## src/rtl/ddr3_test_pkg.sv

```systemverilog
// Shared types and helpers for the DDR3 memory test sequencer.
package ddr3_test_pkg;

  typedef enum logic [2:0] {
    S_IDLE,
    S_WAIT_CALIB,
    S_WRITE,
    S_READ,
    S_DRAIN,
    S_DONE
  } state_t;

  localparam logic [2:0] CMD_WRITE = 3'b000;
  localparam logic [2:0] CMD_READ  = 3'b001;

  // Address-derived test pattern: beat-index bits of the address XOR the
  // pass number, replicated across all eight 16-bit lanes of the beat.
  function automatic logic [127:0] pat(input logic [31:0] a, input logic [15:0] p);
    return {8{a[18:3] ^ p}};
  endfunction

endpackage

```

## src/rtl/ddr3_test_checker.sv

```systemverilog
// Read-side checker: tracks reads in flight, compares returned beats against
// the expected pattern and captures the first failing address.
module ddr3_test_checker
  import ddr3_test_pkg::*;
#(
  parameter int                ADDR_W     = 28,
  parameter int                DATA_W     = 128,
  parameter logic [ADDR_W-1:0] START_ADDR = '0,
  parameter logic [ADDR_W-1:0] END_ADDR   = 28'h0010000,
  parameter logic [ADDR_W-1:0] ADDR_STEP  = 8,
  parameter int                CNT_W      = 5
) (
  input  logic              clk,
  input  logic              rst,
  input  logic              clear,
  input  logic              reload,
  input  logic              active,
  input  logic              rd_accept,
  input  logic              rd_valid,
  input  logic [DATA_W-1:0] rd_data,
  input  logic [15:0]       pass_cnt,
  output logic [CNT_W-1:0]  outstanding,
  output logic              all_checked,
  output logic              error,
  output logic [ADDR_W-1:0] err_addr
);

  logic [ADDR_W-1:0] chk_addr;
  logic [DATA_W-1:0] expected;
  logic              ret;
  logic              spurious;

  assign expected    = DATA_W'(pat(32'(chk_addr), pass_cnt));
  assign ret         = rd_valid && (outstanding != '0);
  assign spurious    = rd_valid && (outstanding == '0);
  assign all_checked = (chk_addr == END_ADDR);

  // Outstanding count, compare pointer and sticky error capture.
  always_ff @(posedge clk or posedge rst) begin
    if (rst) begin
      outstanding <= '0;
      chk_addr    <= '0;
      error       <= 1'b0;
      err_addr    <= '0;
    end else begin
      if (clear) begin
        error    <= 1'b0;
        err_addr <= '0;
      end
      if (clear || reload) begin
        outstanding <= '0;
        chk_addr    <= START_ADDR;
      end else if (active) begin
        outstanding <= outstanding + CNT_W'(rd_accept) - CNT_W'(ret);
        if (ret) begin
          chk_addr <= chk_addr + ADDR_STEP;
          if (rd_data != expected) begin
            error <= 1'b1;
            if (!error) err_addr <= chk_addr;
          end
        end
        // Data with nothing in flight cannot be matched to an address.
        if (spurious) begin
          error <= 1'b1;
          if (!error) err_addr <= '1;
        end
      end
    end
  end

endmodule

```

## src/rtl/ddr3_test_sequencer.sv

```systemverilog
// DDR3 MIG app-interface memory test: write pattern over a region, read it
// back through the checker, optionally looping with a new pattern per pass.
module ddr3_test_sequencer
  import ddr3_test_pkg::*;
#(
  parameter int                ADDR_W          = 28,
  parameter int                DATA_W          = 128,
  parameter logic [ADDR_W-1:0] START_ADDR      = 28'h0000000,
  parameter logic [ADDR_W-1:0] END_ADDR        = 28'h0010000,
  parameter logic [ADDR_W-1:0] ADDR_STEP       = 8,
  parameter int                MAX_OUTSTANDING = 16
) (
  input  logic              i_clk,
  input  logic              i_rst,
  input  logic              i_calib_done,
  input  logic              i_start,
  input  logic              i_continuous,
  output logic [ADDR_W-1:0] o_app_addr,
  output logic [2:0]        o_app_cmd,
  output logic              o_app_en,
  input  logic              i_app_rdy,
  output logic [DATA_W-1:0] o_app_wdf_data,
  output logic              o_app_wdf_wren,
  output logic              o_app_wdf_end,
  input  logic              i_app_wdf_rdy,
  input  logic [DATA_W-1:0] i_app_rd_data,
  input  logic              i_app_rd_data_valid,
  output logic              o_busy,
  output logic              o_done,
  output logic              o_error,
  output logic [ADDR_W-1:0] o_err_addr,
  output logic [15:0]       o_pass_cnt
);

  localparam int CNT_W = $clog2(MAX_OUTSTANDING + 1);
  localparam logic [ADDR_W-1:0] LAST_ADDR = END_ADDR - ADDR_STEP;

  state_t            state, state_d;
  logic [ADDR_W-1:0] wr_addr, rd_addr;
  logic              cmd_done, dat_done;
  logic [CNT_W-1:0]  outstanding;
  logic              all_checked;
  logic              cmd_hs, dat_hs, retire, rd_accept;
  logic              load, clear, pass_inc;

  assign o_app_wdf_data = DATA_W'(pat(32'(wr_addr), o_pass_cnt));
  assign o_app_wdf_end  = o_app_wdf_wren;

  // State register.
  always_ff @(posedge i_clk or posedge i_rst) begin
    if (i_rst) state <= S_IDLE;
    else       state <= state_d;
  end

  // Next state, app strobes and datapath controls.
  always_comb begin
    state_d        = state;
    o_app_en       = 1'b0;
    o_app_cmd      = CMD_WRITE;
    o_app_addr     = wr_addr;
    o_app_wdf_wren = 1'b0;
    o_busy         = 1'b0;
    o_done         = 1'b0;
    cmd_hs         = 1'b0;
    dat_hs         = 1'b0;
    retire         = 1'b0;
    rd_accept      = 1'b0;
    load           = 1'b0;
    clear          = 1'b0;
    pass_inc       = 1'b0;
    case (state)
      S_IDLE, S_DONE: begin
        o_done = (state == S_DONE);
        if (i_start) begin
          clear   = 1'b1;
          state_d = S_WAIT_CALIB;
        end
      end
      S_WAIT_CALIB: begin
        o_busy = 1'b1;
        if (i_calib_done) begin
          load    = 1'b1;
          state_d = S_WRITE;
        end
      end
      S_WRITE: begin
        o_busy         = 1'b1;
        o_app_en       = !cmd_done;
        o_app_wdf_wren = !dat_done;
        cmd_hs         = o_app_en && i_app_rdy;
        dat_hs         = o_app_wdf_wren && i_app_wdf_rdy;
        if (!i_calib_done) begin
          state_d = S_IDLE;
        end else if ((cmd_done || cmd_hs) && (dat_done || dat_hs)) begin
          retire = 1'b1;
          if (wr_addr == LAST_ADDR) state_d = S_READ;
        end
      end
      S_READ: begin
        o_busy     = 1'b1;
        o_app_cmd  = CMD_READ;
        o_app_addr = rd_addr;
        o_app_en   = (outstanding < CNT_W'(MAX_OUTSTANDING));
        rd_accept  = o_app_en && i_app_rdy;
        if (!i_calib_done)                       state_d = S_IDLE;
        else if (rd_accept && rd_addr == LAST_ADDR) state_d = S_DRAIN;
      end
      S_DRAIN: begin
        o_busy = 1'b1;
        if (!i_calib_done) begin
          state_d = S_IDLE;
        end else if (outstanding == '0 && all_checked) begin
          pass_inc = 1'b1;
          if (i_continuous) begin
            load    = 1'b1;
            state_d = S_WRITE;
          end else begin
            state_d = S_DONE;
          end
        end
      end
      default: state_d = S_IDLE;
    endcase
  end

  // Address pointers, per-beat handshake flags and pass counter.
  always_ff @(posedge i_clk or posedge i_rst) begin
    if (i_rst) begin
      wr_addr    <= '0;
      rd_addr    <= '0;
      cmd_done   <= 1'b0;
      dat_done   <= 1'b0;
      o_pass_cnt <= '0;
    end else begin
      if (clear)    o_pass_cnt <= '0;
      if (pass_inc) o_pass_cnt <= o_pass_cnt + 16'd1;
      if (load) begin
        wr_addr  <= START_ADDR;
        rd_addr  <= START_ADDR;
        cmd_done <= 1'b0;
        dat_done <= 1'b0;
      end else begin
        if (retire) begin
          wr_addr  <= wr_addr + ADDR_STEP;
          cmd_done <= 1'b0;
          dat_done <= 1'b0;
        end else begin
          if (cmd_hs) cmd_done <= 1'b1;
          if (dat_hs) dat_done <= 1'b1;
        end
        if (rd_accept) rd_addr <= rd_addr + ADDR_STEP;
      end
    end
  end

  ddr3_test_checker #(
    .ADDR_W     (ADDR_W),
    .DATA_W     (DATA_W),
    .START_ADDR (START_ADDR),
    .END_ADDR   (END_ADDR),
    .ADDR_STEP  (ADDR_STEP),
    .CNT_W      (CNT_W)
  ) u_checker (
    .clk         (i_clk),
    .rst         (i_rst),
    .clear       (clear),
    .reload      (load),
    .active      (state == S_READ || state == S_DRAIN),
    .rd_accept   (rd_accept),
    .rd_valid    (i_app_rd_data_valid),
    .rd_data     (i_app_rd_data),
    .pass_cnt    (o_pass_cnt),
    .outstanding (outstanding),
    .all_checked (all_checked),
    .error       (o_error),
    .err_addr    (o_err_addr)
  );

endmodule

```

## config.mk

```make
export PLATFORM = sky130hd
export DESIGN_NAME = ddr3_test_sequencer
export DESIGN_NICKNAME = d
export VERILOG_FILES = /design/src/rtl/ddr3_test_pkg.sv /design/src/rtl/ddr3_test_checker.sv /design/src/rtl/ddr3_test_sequencer.sv
export SDC_FILE = /design/constraint.sdc
export NUM_CORES = 1
export LEC_CHECK = 0
export ABC_AREA = 1
export CORE_MARGIN = 4
export CORE_UTILIZATION = 45
export CTS_CLUSTER_DIAMETER = 100
export DETAILED_ROUTE_END_ITERATION = 8
export PLACE_DENSITY = 0.8
export SLEW_MARGIN = 40
export SYNTH_ARGS = -nofsm -noshare
export SYNTH_HDL_FRONTEND = slang
export SYNTH_SLANG_ARGS = --single-unit
```

## constraint.sdc

```tcl
create_clock -name i_clk -period 10.6 [get_ports i_clk]
set_input_delay 2.65 -clock i_clk [delete_from_list [all_inputs] [get_ports i_clk]]
set_output_delay 2.65 -clock i_clk [all_outputs]
set_load 0.005 [all_outputs]
```

==> results.json <==
{
  "netSwitchingPower_mw": 0.9217,
  "cts_resized": 0,
  "via_per_inst": 5.126,
  "critPathCapture": "u_checker.chk_addr[24]",
  "cts-root-buf": "clkbuf_16",
  "dieArea_um2": 29510,
  "r2r-start": "u_checker.chk_addr[15]",
  "ys_ff_latch": 130,
  "drive_above_1_share_pct": 4.421,
  "route.detailed.drc": 0,
  "regArea_um2": 3253,
  "dr.first_iter.drc_count": 1330,
  "path_depth": 12,
  "yosysWarnings": 0,
  "r2r_setup_slack_ns": 6.10,
  "worstPathCellList": "clkdlybuf4s50_1, inv_1, nor2_1, nand3_1, nand2_1, buf_4, inv_2, nand2_2, inv_2, nand2_1, nand2_1, o21ai_1",
  "grt_pass1_vias": 12366,
  "final_max_slew_viol_count": 0,
  "vias": 13322,
  "synth_cell_types": 42,
  "crit_top_cell": "nand2_1",
  "fp.dieW_um": 171.8,
  "synth_cells": 2049,
  "post_cts_buffers": 0,
  "rr_worst_depth": 13,
  "yosys.area.top_type": "dfrtp_1",
  "wl_per_cell_um": 16.47,
  "final_util_pct": 59.21,
  "clock_skew_ns": 0.01137,
  "crit_buf_inv": 5,
  "area_delta_synth_final_pct": 28.54,
  "antenna_found_initial": 1,
  "ant_nets": 0,
  "power_per_cell_area_nw_per_um2": 146.9,
  "p_clk_share_pct": 28.3,
  "grt_max_degree": 76,
  "slew_headroom_pct": 46.01,
  "p_sw_share_pct": 40.43,
  "worstMarginPinSlew_ns": 0.8080,
  "synth-async-reset-ratio_pct": 100.0,
  "r2r_end": "u_checker.chk_addr[24]",
  "synthTopCellsByCount": "nand2_1, inv_1, nor2_1, dfrtp_1, nand3_1",
  "pwr-share-seq_pct": 28.7,
  "hold_viol": 0,
  "crit_path_start": "i_calib_done",
  "cp.required_ns": 10.93,
  "max_stage_delay_ns": 0.62,
  "cts_sinks": 130,
  "clk_latency_ns": 0.42,
  "dieHeight_um": 171.8,
  "cts_buffers": 17,
  "clk_pin_slew_ns": 0.06,
  "min_period_ns": 6.122,
  "fillers": 2510,
  "cp_slowest_cell": "nand2_1",
  "avgSynthCellArea_um2": 5.891,
  "wl_um": 42800,
  "synth_top_area_share_pct": 26.95,
  "cp_max_fo": 49,
  "gp_congestion": 0.9543,
  "cts_buffer_depth": 2,
  "netlist_top_cells_area": "dfrtp_1, nand2_1, inv_1",
  "grt_first_pass_wirelength_um": 65250,
  "fin_setup_tns_ns": 0,
  "end_kind": "register",
  "ioPinCount": 345,
  "p_int_mw": 1.358,
  "io_buffers": 339,
  "htreeDepth": 4,
  "synthFlopType": "dfrtp_1",
  "total_leakage_power_nw": 7.675,
  "synth_edf_count": 0,
  "firstDrtPassIters": 6,
  "finalCritPeriodShare_pct": 57.76,
  "core_area_um2": 26210,
  "track_usage_pct": 27.79,
  "ir_drop_mv": 0.1431,
  "cp.arrival_ns": 6.46,
  "fin_nets": 2397,
  "comb_power_share_pct": 43.0,
  "cp-start-kind": "input pin",
  "status": "completed",
  "setup_violations": 0,
  "overflow": 0,
  "dp_cells": 2566,
  "drv_cap": 0,
  "hold_path.class": "reg2reg",
  "ys_seq_area_share_pct": 26.95,
  "multi_input_area_um2": 6506,
  "crit_type": "in2reg",
  "cts_tree": "done",
  "rows": 59,
  "rsz0062_at_grt": "no",
  "cts_hold_buf": 0,
  "synth.most_common_cell": "nand2_1",
  "synth_area_um2": 12070,
  "initial_utilization_pct": 46.06,
  "crit_family": "buffers and inverters",
  "hpwl_um": 33380,
  "max_freq_mhz": 163.3,
  "final-instance-count-excl-fill": 2599
}
-- worst min-delay path by stage --
stage,to,cells past startpoint,startpoint,slack (ns)
6_report,u_checker.err_addr[0],2,u_checker.err_addr[0],0.51
5_1_grt,u_checker.err_addr[1],2,u_checker.err_addr[1],0.54
4_1_cts,u_checker.err_addr[0],2,u_checker.err_addr[0],0.51
3_5_place_dp,u_checker.err_addr[0],2,u_checker.err_addr[0],0.49
3_3_place_gp,u_checker.err_addr[0],2,u_checker.err_addr[0],0.49
2_1_floorplan,wr_addr[27],2,wr_addr[27],0.49
-- power by group through the flow --
stage	combinational, mW	sequential (mW)	clock (mW)
after floorplan	0.652	0.630	0
after global placement	0.936	0.656	0
after global routing	1.10	0.662	0.670
after CTS	0.978	0.650	0.646
final	0.981	0.654	0.645
after detailed placement	0.969	0.656	0
-- per-layer routing --
metal	GRT usage [%]	vias to the layer above	part of all wire (%)	wire length, um
li1	-	6602	-	-
met1	36.58	6042	42	18000
met2	45.72	609	46	19870
met3	5.907	69	8.4	3615
met4	9.125	0	3.1	1312
met5	0	-	0	0
-- state kept, by name (all words and copies together) (netlist names) --
register and flops:
cmd_done 1, u_checker.err_addr 28, rd_addr 25, u_checker.chk_addr 25, wr_addr 25, dat_done 1, state 3, u_checker.error 1
u_checker.outstanding 5, o_pass_cnt 16
-- cells in the final DEF (no fill, tap or decap), types with 2 or more instances in the layout --
cell type        instances
nor2_1                 176
diode_2                  2
nand4_1                 37
xnor2_1                  5
xor2_2                   5
clkbuf_16               17
buf_4                    4
bufinv_16                4
a211oi_1                 4
o21ai_1                 19
conb_1                   5
inv_1                  292
xor2_1                  49
clkdlybuf4s50_1        339
clkbuf_8                 2
nor3_1                  45
nand2_1                755
inv_2                   31
nor3_2                   2
nor3b_1                  3
a21oi_1                 35
o31ai_1                  9
clkinv_1                15
nand3_1                126
ha_1                    10
nor2_2                   5
o21ai_0                 65
o22ai_1                 10
clkinv_4                 2
dfrtp_1                130
nand3b_1                 2
nand2_2                 17
nor4_1                  22
inv_6                    4
o21a_1                   2
-- cell type report --
class,count,area share [%]
clock buffers,20,2.943
multi-input cells,1419,41.93
repair buffers,343,22.06
flip-flops and latches,130,20.96
diodes,2,0.03225
clock inverters,11,1.137
well taps,335,2.701
inverters,339,8.233
-- tightest hold or removal path, delay by kind of cell (launching register included) --
family           cells  cell delay [ns]
DFF                  1             0.35
and+or+nand+nor      2             0.13
-- logic make-up (layout without fill, tap and decap cells) --
kind of cell | after synthesis | after routing | share of synthesized area, %
simple gates | 1195 | 1195 | 41.17
buf+inv | 504 | 713 | 19.63
fa+ha+maj | 11 | 11 | 1.202
xor+xnor | 59 | 59 | 4.281
compound gates | 149 | 149 | 6.737
flops | 130 | 130 | 26.95
other cells | 1 | 7 | 0.03106
-- stage by stage --
stage	hold WS, ns	worst slack (ns)	area [um2]	power (mW)
final	0.5051	4.478	15520	2.280
after global routing	0.5425	4.151	15510	2.428
after CTS	0.5083	4.529	15470	2.274
after detailed placement	0.4896	4.108	14840	1.624
after global placement	0.4945	4.229	14830	1.593
after floorplan	0.4877	4.481	12090	1.282
(Power assumes the default switching activity.)
